$ cat config.mk
export PLATFORM = sky130hd
export DESIGN_NAME = apu_register_frontend
export DESIGN_NICKNAME = d
export VERILOG_FILES = /design/src/rtl/apu_register_frontend.sv
export SDC_FILE = /design/constraint.sdc
export NUM_CORES = 1
export LEC_CHECK = 0
export CORE_MARGIN = 4
export CORE_UTILIZATION = 47
export CTS_CLUSTER_DIAMETER = 30
export DETAILED_ROUTE_END_ITERATION = 12
export PLACE_DENSITY = 0.79
export SLEW_MARGIN = 20
export SYNTH_ARGS = -nofsm -noshare
export SYNTH_HDL_FRONTEND = slang
export SYNTH_SLANG_ARGS = --single-unit
$ cat constraint.sdc
create_clock -name i_clk -period 2.8 [get_ports i_clk]
set_input_delay 0.56 -clock i_clk [delete_from_list [all_inputs] [get_ports i_clk]]
set_output_delay 0.56 -clock i_clk [all_outputs]
set_load 0.005 [all_outputs]
$ cat src/rtl/apu_register_frontend.sv
// apu_register_frontend: CPU register decode and pulse-channel strobes
// for the APU, plus the 4/5-step frame sequencer (quarter/half clocks, IRQ).
module apu_register_frontend #(
  parameter logic [15:0] STEP1 = 16'd7457,
  parameter logic [15:0] STEP2 = 16'd14913,
  parameter logic [15:0] STEP3 = 16'd22371,
  parameter logic [15:0] STEP4 = 16'd29829,
  parameter logic [15:0] STEP5 = 16'd37281
) (
  input  logic       i_clk,
  input  logic       i_reset,
  input  logic       i_cpu_ce,
  input  logic [4:0] i_cpu_addr,
  input  logic [7:0] i_cpu_wdata,
  input  logic       i_cpu_we,
  input  logic       i_cpu_re,
  output logic [7:0] o_cpu_rdata,
  input  logic       i_p1_len_nz,
  input  logic       i_p2_len_nz,
  output logic [7:0] o_reg4000,
  output logic [7:0] o_reg4001,
  output logic [7:0] o_reg4002,
  output logic [7:0] o_reg4003,
  output logic [7:0] o_reg4004,
  output logic [7:0] o_reg4005,
  output logic [7:0] o_reg4006,
  output logic [7:0] o_reg4007,
  output logic       o_p1_en,
  output logic       o_p2_en,
  output logic       o_p1_restart,
  output logic       o_p2_restart,
  output logic       o_p1_sweep_rld,
  output logic       o_p2_sweep_rld,
  output logic       o_quarter_clk,
  output logic       o_half_clk,
  output logic       o_frame_irq
);
  logic [7:0]  r_reg [8];
  logic [7:0]  r_rdata;
  logic [15:0] r_count;
  logic        r_mode;
  logic        r_inhibit;
  logic        r_irq;
  logic        r_p1_en;
  logic        r_p2_en;
  logic        r_p1_restart;
  logic        r_p2_restart;
  logic        r_p1_sweep;
  logic        r_p2_sweep;
  logic        r_quarter;
  logic        r_half;

  logic [15:0] w_inc;
  logic [15:0] w_term;
  logic        w_wr_reg;
  logic        w_wr_status;
  logic        w_wr_frame;
  logic        w_rd_status;
  logic        w_step;
  logic        w_wrap;
  logic        w_q;
  logic        w_h;
  logic        w_irq_set;

  always_comb begin
    w_wr_reg    = i_cpu_we && (i_cpu_addr < 5'h08);
    w_wr_status = i_cpu_we && (i_cpu_addr == 5'h15);
    w_wr_frame  = i_cpu_we && (i_cpu_addr == 5'h17);
    w_rd_status = i_cpu_re && (i_cpu_addr == 5'h15);
    w_inc       = r_count + 16'd1;
    w_term      = r_mode ? STEP5 : STEP4;
    // A $4017 write owns the counter this clk, so it masks any event
    w_step      = i_cpu_ce && !w_wr_frame;
    w_wrap      = w_step && (w_inc == w_term);
    w_h         = w_wrap || (w_step && (w_inc == STEP2));
    w_q         = w_h || (w_step && ((w_inc == STEP1) || (w_inc == STEP3)));
    w_irq_set   = w_wrap && !r_mode && !r_inhibit;
  end

  always_ff @(posedge i_clk) begin
    if (i_reset) begin
      for (int i = 0; i < 8; i++) r_reg[i] <= 8'h00;
      r_rdata      <= 8'h00;
      r_count      <= 16'd0;
      r_mode       <= 1'b0;
      r_inhibit    <= 1'b0;
      r_irq        <= 1'b0;
      r_p1_en      <= 1'b0;
      r_p2_en      <= 1'b0;
      r_p1_restart <= 1'b0;
      r_p2_restart <= 1'b0;
      r_p1_sweep   <= 1'b0;
      r_p2_sweep   <= 1'b0;
      r_quarter    <= 1'b0;
      r_half       <= 1'b0;
    end else begin
      if (w_wr_reg) r_reg[i_cpu_addr[2:0]] <= i_cpu_wdata;
      if (w_wr_status) begin
        r_p1_en <= i_cpu_wdata[0];
        r_p2_en <= i_cpu_wdata[1];
      end
      r_p1_restart <= i_cpu_we && (i_cpu_addr == 5'h03);
      r_p2_restart <= i_cpu_we && (i_cpu_addr == 5'h07);
      r_p1_sweep   <= i_cpu_we && (i_cpu_addr == 5'h01);
      r_p2_sweep   <= i_cpu_we && (i_cpu_addr == 5'h05);
      if (i_cpu_re) begin
        r_rdata <= w_rd_status
          ? {1'b0, r_irq, 4'b0000, i_p2_len_nz, i_p1_len_nz}
          : 8'h00;
      end
      if (w_wr_frame) begin
        r_mode    <= i_cpu_wdata[7];
        r_inhibit <= i_cpu_wdata[6];
        r_count   <= 16'd0;
        r_quarter <= i_cpu_wdata[7];
        r_half    <= i_cpu_wdata[7];
      end else begin
        r_quarter <= w_q;
        r_half    <= w_h;
        if (i_cpu_ce) r_count <= w_wrap ? 16'd0 : w_inc;
      end
      // Setting wins over a same-clk status read
      if (w_irq_set) begin
        r_irq <= 1'b1;
      end else if (w_rd_status || (w_wr_frame && i_cpu_wdata[6])) begin
        r_irq <= 1'b0;
      end
    end
  end

  assign o_reg4000      = r_reg[0];
  assign o_reg4001      = r_reg[1];
  assign o_reg4002      = r_reg[2];
  assign o_reg4003      = r_reg[3];
  assign o_reg4004      = r_reg[4];
  assign o_reg4005      = r_reg[5];
  assign o_reg4006      = r_reg[6];
  assign o_reg4007      = r_reg[7];
  assign o_cpu_rdata    = r_rdata;
  assign o_p1_en        = r_p1_en;
  assign o_p2_en        = r_p2_en;
  assign o_p1_restart   = r_p1_restart;
  assign o_p2_restart   = r_p2_restart;
  assign o_p1_sweep_rld = r_p1_sweep;
  assign o_p2_sweep_rld = r_p2_sweep;
  assign o_quarter_clk  = r_quarter;
  assign o_half_clk     = r_half;
  assign o_frame_irq    = r_irq;
endmodule

# After elaboration in Yosys (flattened, before gate mapping)
# Memory sizes are Yosys's and may differ from the RTL's.
# Cells that the tools add are included.
# classes
add_sub_neg	1
magnitude_cmp	1
n_eq_ne	10
mux	15
reduce_logical	25
# op_table
operator	n
$mux 16	2
$add 16x1->16 const B	1
$eq 16x13->1 const B	1
$eq 16x14->1 const B	1
$eq 16x15->1 const B	1
$eq 16x16->1	1
$logic_and 1x1->1	15
$eq 5x3->1 const B	2
$eq 5x5->1 const B	2
$mux 1	10
$mux 8	1
$reduce_or 8->1	1
$mux 7	1
$eq 5x1->1 const B	1
$eq 5x2->1 const B	1
$lt 5x4->1 const B	1
$logic_or 1x1->1	4
$logic_not 1->1	3
$mux 3	1
$reduce_bool 2->1	1
$reduce_or 2->1	1
# word_totals
ff_bits	35
ram_bits	64
input_bits	20
output_inout_bits	81
elab_cells	66
memories	1
# mem_list
name	words	width	read_ports	rd_clocked_by_memory_dff	wr	line	source
r_reg	8	8	8	0	8	38	logic [7:0] r_reg [8];

# Logic depth before layout (Yosys ltp)
# Gate-level depths: netlist (run 1).
# logic_depth
depth_word	8
ltp_mapped	10
depth_no_buf	8

# Least setup slack after synthesis (run 1)
# Ideal clock, no wire load.
# synth_path
path_kind	reg-to-reg
from	register r_count[1]
to	register r_quarter (netlist: o_quarter_clk)
setup_ps	120
t_arrival_ps	2285
t_required_ps	2680
slack_ps	395
stages_incl_launch_ff	11
n_path_buf	2
synth_period_minus_slack_ps	2405
cell_sequence	dfxtp_1 ha_1 buf_4 nand4_1 nor4_4 mux2i_1 o22ai_1 o2111ai_1 buf_4 a21oi_4 a211o_1
# synth_between
elab_chain_len	6
elab_cells_between_ends	12
classes_between	add/sub (1); eq/ne (4); mux (1); reduce/logical (6)
# synth_lines
item	line	source
from (decl)	40	logic [15:0] r_count;
from (signal assigned)	120	if (i_cpu_ce) r_count <= w_wrap ? 16'd0 : w_inc;
$add 16x1->16 *	70	w_inc = r_count + 16'd1;
$eq 16x16->1 (tied with other cells)	74	w_wrap = w_step && (w_inc == w_term);
$logic_and 1x1->1 (tied with other cells)	74	
$logic_or 1x1->1 / $logic_and 1x1->1 (equally long branches)	75, 76	
$logic_or 1x1->1 *	76	w_q = w_h || (w_step && ((w_inc == STEP1) || (w_inc == STEP3)));
$mux 1 *	111	if (w_wr_frame) begin
to (signal assigned)	115	r_quarter <= i_cpu_wdata[7];
to (signal assigned)	118	r_quarter <= w_q;
to (decl)	50	logic r_quarter;
# Every way passes the cells marked *; elsewhere a longest branch is shown, timed or not.
# A chain may end at the register's enable or synchronous reset.

# Worst setup path in the final report (run 1)
# layout_path
from	register r_count[0]
to	register r_count[8]
# layout_between
elab_chain_len	4
# layout_lines
item	line
$add 16x1->16 *	70
$eq 16x16->1	74
$logic_and 1x1->1	74
$mux 16 *	120
# Marks and branches as above.

==> impl_metrics.py, run 1 <==
metrics = {
    "clock_network": {
        "cts.clk_slew.worst_paths_ns": 0.09,
        "cts_buffer_depth": 2,
        "cts_hold_buf": 0,
        "cts_setup_buffers": 0,
        "clock-sinks": 94,
        "htree_levels": 3,
        "insertion_delay_ns": 0.36,
        "cts_buffers": 9,
        "ctsResizeCount": 0,
        "cts_tree": "built",
        "root_buffer": "clkbuf_8",
    },
    "finish": {
        "largest_reg_flops": 64,
        "drive_above_1_share_pct": 11.4,
        "final_cell_count_no_fill": 590,
        "diodes": 0,
        "design_area_mm2": 0.00567,
        "nets": 500,
        "syn2layout_area_growth_pct": 31.9,
    },
    "floorplanning": {
        "io_pins": 101,
        "coreArea_mm2": 0.00881,
        "rows": 34,
        "die_area_mm2": 0.0107,
        "initial_utilization_pct": 48.8,
        "die_w_um": 104,
        "die_y_um": 104,
    },
    "place": {
        "dp.cells": 574,
        "dp_hpwl_mm": 7.45,
        "port_buffers": 95,
        "dpl_cell_area_mm2": 0.00542,
        "place.gp.congestion": 0.933,
        "dpl_worst_slack_ns": 0.117,
    },
    "synthesis": {
        "synth.top_cell.area_share_pct": 44.7,
        "synth_common_cells": "edfxtp_1, and2_1, dfxtp_1",
        "synth-async-reset-ratio_pct": 0,
        "yosysUniqueCellTypes": 50,
        "yosysSeqAreaShare_pct": 58.7,
        "syn_area_mm2": 0.00430,
        "synth-xor-area-share_pct": 4.48,
        "synthAdderAreaFrac_pct": 0.874,
        "synth_top_family_by_area": "simple AND/OR/NAND/NOR gates",
        "synth-edff-count": 64,
        "synth_mux_area_share_pct": 0.699,
        "post-synth-top-count-cell": "edfxtp_1",
        "synthSimpleGateAreaFrac_pct": 27.6,
        "ys_ff_latch": 94,
        "yosysTopAreaCell": "edfxtp_1",
        "yosysWarnings": 0,
        "synth_cells": 368,
        "ys_top_cells_by_area": "edfxtp_1, dfxtp_1, and2_1",
        "syn_area_per_cell_um2": 11.7,
        "synth_compound_area_share_pct": 4.48,
        "synthFlopType": "edfxtp_1",
    },
    "setup_path": {
        "rrSetupSlack_ns": 0.25,
        "reg2reg_depth": 9,
        "timing.rr.start": "r_count[0]",
        "path_class": "reg -> reg",
        "cp-startpoint": "r_count[0]",
        "arrival_ns": 2.79,
        "critPathLaunchType": "flip-flop",
        "crit_fanout": 9,
        "required_ns": 3.04,
        "r2r_end": "r_count[8]",
        "crit_path_end": "r_count[8]",
        "crit_path_end_kind": "flip-flop",
    },
    "drt": {
        "drt_iter0_drc": 161,
        "final_antenna_net_count": 0,
        "wl_per_cell_um": 17.1,
        "vias": 3130,
        "drc": 0,
        "drt_first_pass_iters": 5,
        "vias_per_cell": 5.31,
        "routed_wl_mm": 10.1,
    },
    "timing": {
        "finalCritPeriodShare_pct": 91.0,
        "finalSetupViolations": 0,
        "drv_slew": 0,
        "final-hold-violation-count": 0,
        "finalSetupTns_ns": 0,
        "rsz0062_at_grt": "false",
        "setup_ws_ns": 0.253,
        "finClkSkew_ns": 0.00491,
        "fin_crit_ns": 2.55,
        "timing.fmax_mhz": 393,
        "slew_headroom_pct": 66.3,
        "max_slew.worst_pin.slew_ns": 0.501,
    },
    "power": {
        "irDropWorstVdd_uv": 308,
        "powerDensity_mw_per_mm2": 508,
        "fin_total_pwr_uw": 2880,
        "leakagePower_uw": 0.00200,
    },
    "global_route": {
        "overflow": 0,
        "antenna_found_initial": 0,
        "grt_pass1_wl_mm": 16.3,
        "grt_pass1_vias": 3120,
        "grt_max_degree": 25,
        "grt_usage_pct": 19.0,
    },
    "run": {
        "maxCapViolations": 0,
    },
    "hold_path": {
        "min_path_type": "reg -> reg",
    },
    "status": {
        "outcome": "complete, no violations",
    },
}
==> how the worst min path moves through the flow <==
stage                     startpoint     endpoint  slack (ns)  depth (start not counted)
after detailed placement   r_inhibit  o_frame_irq        0.50                          1
after CTS                  r_inhibit  o_frame_irq        0.51                          1
after global routing       r_inhibit  o_frame_irq        0.54                          1
after global placement     r_inhibit  o_frame_irq        0.50                          1
final                      r_inhibit  o_frame_irq        0.51                          1
after floorplan            r_inhibit  o_frame_irq        0.47                          1
==> cell type report <==
| class | count | area, µm² |
|---|---|---|
| Fill cell | 659 | 3140 |
| Sequential cell | 94 | 2520 |
| Multi-Input combinational cell | 254 | 1660 |
| Timing Repair Buffer | 113 | 1090 |
| Tap cell | 108 | 135 |
| Clock buffer | 10 | 128 |
| Clock inverter | 6 | 118 |
| Inverter | 5 | 18.8 |
==> layer usage <==
metal	share of wire (%)	wire length, µm	vias to the layer above	GRT usage [%]
li1	-	-	1511	-
met1	40	4060	1492	22.8
met2	51	5120	114	33.0
met3	7.5	761	13	5.72
met4	1.5	149	0	5.89
met5	0	0	-	0
==> where the power goes <==
group	total, µW	leakage (µW)	internal, µW	switching, µW
combinational	244	0.00103	135	109
clock	1090	0.000119	603	482
sequential	1550	0.000851	1530	21.3
==> per-stage QoR <==
step / utilization [%] / hold WS [ns]
4_1_cts: 64.4 / 0.514
5_1_grt: 64.4 / 0.544
3_3_place_gp: 61.6 / 0.500
3_5_place_dp: 61.6 / 0.499
2_1_floorplan: - / 0.473
6_report: 64.4 / 0.510
==> critical path: stages (launching register included) <==
cell       delay (ns)
dfxtp_1          0.43
ha_2             0.30
nand2_1          0.13
or4_4            0.54
and2_4           0.19
o32ai_2          0.24
o2111ai_1        0.16
buf_4            0.21
or2b_1           0.16
a31oi_1          0.06
==> cells by family (layout without fill, tap and decap cells) <==
kind of cell | count (synthesis) | count (layout)
multiplexers | 3 | 3
AND/OR/NAND/NOR | 196 | 196
buffers and inverters | 24 | 134
flip-flops | 94 | 94
adder cells (fa/ha/maj) | 3 | 3
AO/OA/AOI/OAI | 25 | 25
XOR/XNOR | 22 | 22
other | 1 | 5
==> cell usage in the layout (no fill, tap or decap), types with 10 or more instances in the layout <==
master,n
xnor2_1,13
nand3b_1,10
nand3_1,10
clkdlybuf4s50_1,95
buf_4,18
edfxtp_1,64
nor2_1,25
dfxtp_1,30
and2_1,57
and3_1,11
nand2_1,17
nand2b_1,10
Power figures use the tool's default switching activity.
==> run 2: changes to the inputs <==
--- a/config.mk
+++ b/config.mk
@@ -5,12 +5,12 @@
 export SDC_FILE = /design/constraint.sdc
 export NUM_CORES = 1
 export LEC_CHECK = 0
-export CORE_MARGIN = 4
+export CORE_MARGIN = 2
 export CORE_UTILIZATION = 47
 export CTS_CLUSTER_DIAMETER = 30
 export DETAILED_ROUTE_END_ITERATION = 12
 export PLACE_DENSITY = 0.79
-export SLEW_MARGIN = 20
+export SLEW_MARGIN = 15
 export SYNTH_ARGS = -nofsm -noshare
 export SYNTH_HDL_FRONTEND = slang
 export SYNTH_SLANG_ARGS = --single-unit
==> impl_metrics.py, run 2 (synthesized netlist as in run 1, its figures left out) <==
metrics = {
    "clock_network": {
        "cts_tree": "built",
        "clock-sinks": 94,
        "insertion_delay_ns": 0.36,
        "root_buffer": "clkbuf_8",
        "htree_levels": 3,
        "cts_buffers": 9,
        "cts.clk_slew.worst_paths_ns": 0.10,
        "cts_setup_buffers": 0,
        "cts_buffer_depth": 2,
    },
    "finish": {
        "drive_above_1_share_pct": 11.2,
        "diodes": 0,
        "largest_reg_flops": 64,
        "final_cell_count_no_fill": 589,
        "syn2layout_area_growth_pct": 30.3,
        "nets": 499,
        "final_cell_mix": "clkdlybuf4s50_1, edfxtp_1, and2_1, dfxtp_1, nor2_1",
        "layout_commonest_cell": "clkdlybuf4s50_1",
        "fin_util_pct": 63.6,
    },
    "drt": {
        "vias_per_cell": 5.30,
        "drt_first_pass_iters": 4,
        "vias": 3122,
        "routed_wl_mm": 9.95,
        "wl_per_cell_um": 16.9,
        "drt_iter0_drc": 174,
        "drc": 0,
        "final_antenna_net_count": 0,
    },
    "timing": {
        "finalSetupTns_ns": 0,
        "drv_slew": 0,
        "finalCritPeriodShare_pct": 90.8,
        "slew_headroom_pct": 65.2,
        "finClkSkew_ns": 0.0113,
        "fin_crit_ns": 2.54,
        "max_slew.worst_pin.slew_ns": 0.520,
        "final-hold-violation-count": 0,
        "timing.fmax_mhz": 393,
        "finalSetupViolations": 0,
        "rsz0062_at_grt": "false",
    },
    "power": {
        "powerDensity_mw_per_mm2": 471,
        "irDropWorstVdd_uv": 238,
        "leakagePower_uw": 0.00196,
        "fin_total_pwr_uw": 2630,
    },
    "global_route": {
        "grt_max_degree": 25,
        "antenna_found_initial": 0,
        "grt_pass1_vias": 2988,
        "grt_pass1_wl_mm": 15.5,
        "overflow": 0,
        "grt_usage_pct": 20.2,
    },
    "setup_path": {
        "crit_path_end_kind": "flip-flop",
        "crit_fanout": 8,
        "required_ns": 3.05,
        "rrSetupSlack_ns": 0.26,
        "timing.rr.start": "r_count[1]",
        "arrival_ns": 2.79,
        "r2r_end": "r_count[8]",
        "path_class": "reg -> reg",
        "reg2reg_depth": 9,
        "cp-startpoint": "r_count[1]",
        "critPathLaunchType": "flip-flop",
    },
    "place": {
        "place.gp.congestion": 0.941,
        "dp_hpwl_mm": 7.39,
        "dp.cells": 573,
        "port_buffers": 95,
    },
    "hold_path": {
        "worstHoldStart": "o_frame_irq",
        "min_path_type": "reg -> reg",
        "whs_endpoint": "o_cpu_rdata[6]",
        "hold_depth": 2,
    },
    "floorplanning": {
        "die_area_mm2": 0.00992,
        "io_pins": 101,
        "coreArea_mm2": 0.00881,
        "rows": 34,
        "die_y_um": 99.6,
        "initial_utilization_pct": 48.8,
        "die_w_um": 99.6,
    },
    "status": {
        "outcome": "complete, no violations",
    },
    "run": {
        "maxCapViolations": 0,
    },
}
-- run 2: worst max-delay path by stage --
stage / cells past startpoint / endpoint / slack, ns
floorplan: 10 / o_quarter_clk / 0.39
global placement: 9 / o_quarter_clk / 0.22
detailed placement: 9 / o_quarter_clk / 0.17
CTS: 9 / o_quarter_clk / 0.16
global route: 9 / r_count[8] / 0.08
finish: 9 / r_count[8] / 0.26
-- run 2: routing by layer --
layer  GRT usage, %  vias up  share of wire (%)
li1               -     1505                  -
met1           25.4     1520                 43
met2           35.3       86                 51
met3           4.43       11                4.9
met4           5.58        0                1.2
met5              0        -                  0
-- run 2: stage by stage --
step / instance area (µm²) / hold WS (ns) / setup WS, ns
after global routing: 5600 / 0.529 / 0.0780
after detailed placement: 5410 / 0.507 / 0.166
final: 5600 / 0.527 / 0.259
after floorplan: 4310 / 0.473 / 0.395
after global placement: 5410 / 0.514 / 0.224
after CTS: 5600 / 0.520 / 0.156
-- run 2: final cells by class --
class | count | area [µm²]
Fill cell | 706 | 3210
Sequential cell | 94 | 2520
Multi-Input combinational cell | 254 | 1660
Timing Repair Buffer | 112 | 1080
Tap cell | 108 | 135
Clock buffer | 10 | 128
Clock inverter | 6 | 55.1
Inverter | 5 | 18.8
-- run 2: power breakdown --
part,internal [µW],switching (µW)
Sequential,1530,20.3
Clock,340,501
Combinational,134,107
-- run 2: worst max-delay path, stage by stage (launching register included) --
cell       delay (ns)
dfxtp_1          0.43
ha_2             0.30
nand2_1          0.13
or4_4            0.54
and2_4           0.18
o32ai_2          0.25
o2111ai_1        0.19
buf_4            0.20
or2b_1           0.15
a31oi_1          0.06
-- run 2: timing repair --
item | 4_1_cts | 5_1_grt
hold buffers | 0 | 0
gates resized for setup | 0 | 1
setup endpoints to repair | 0 | 6
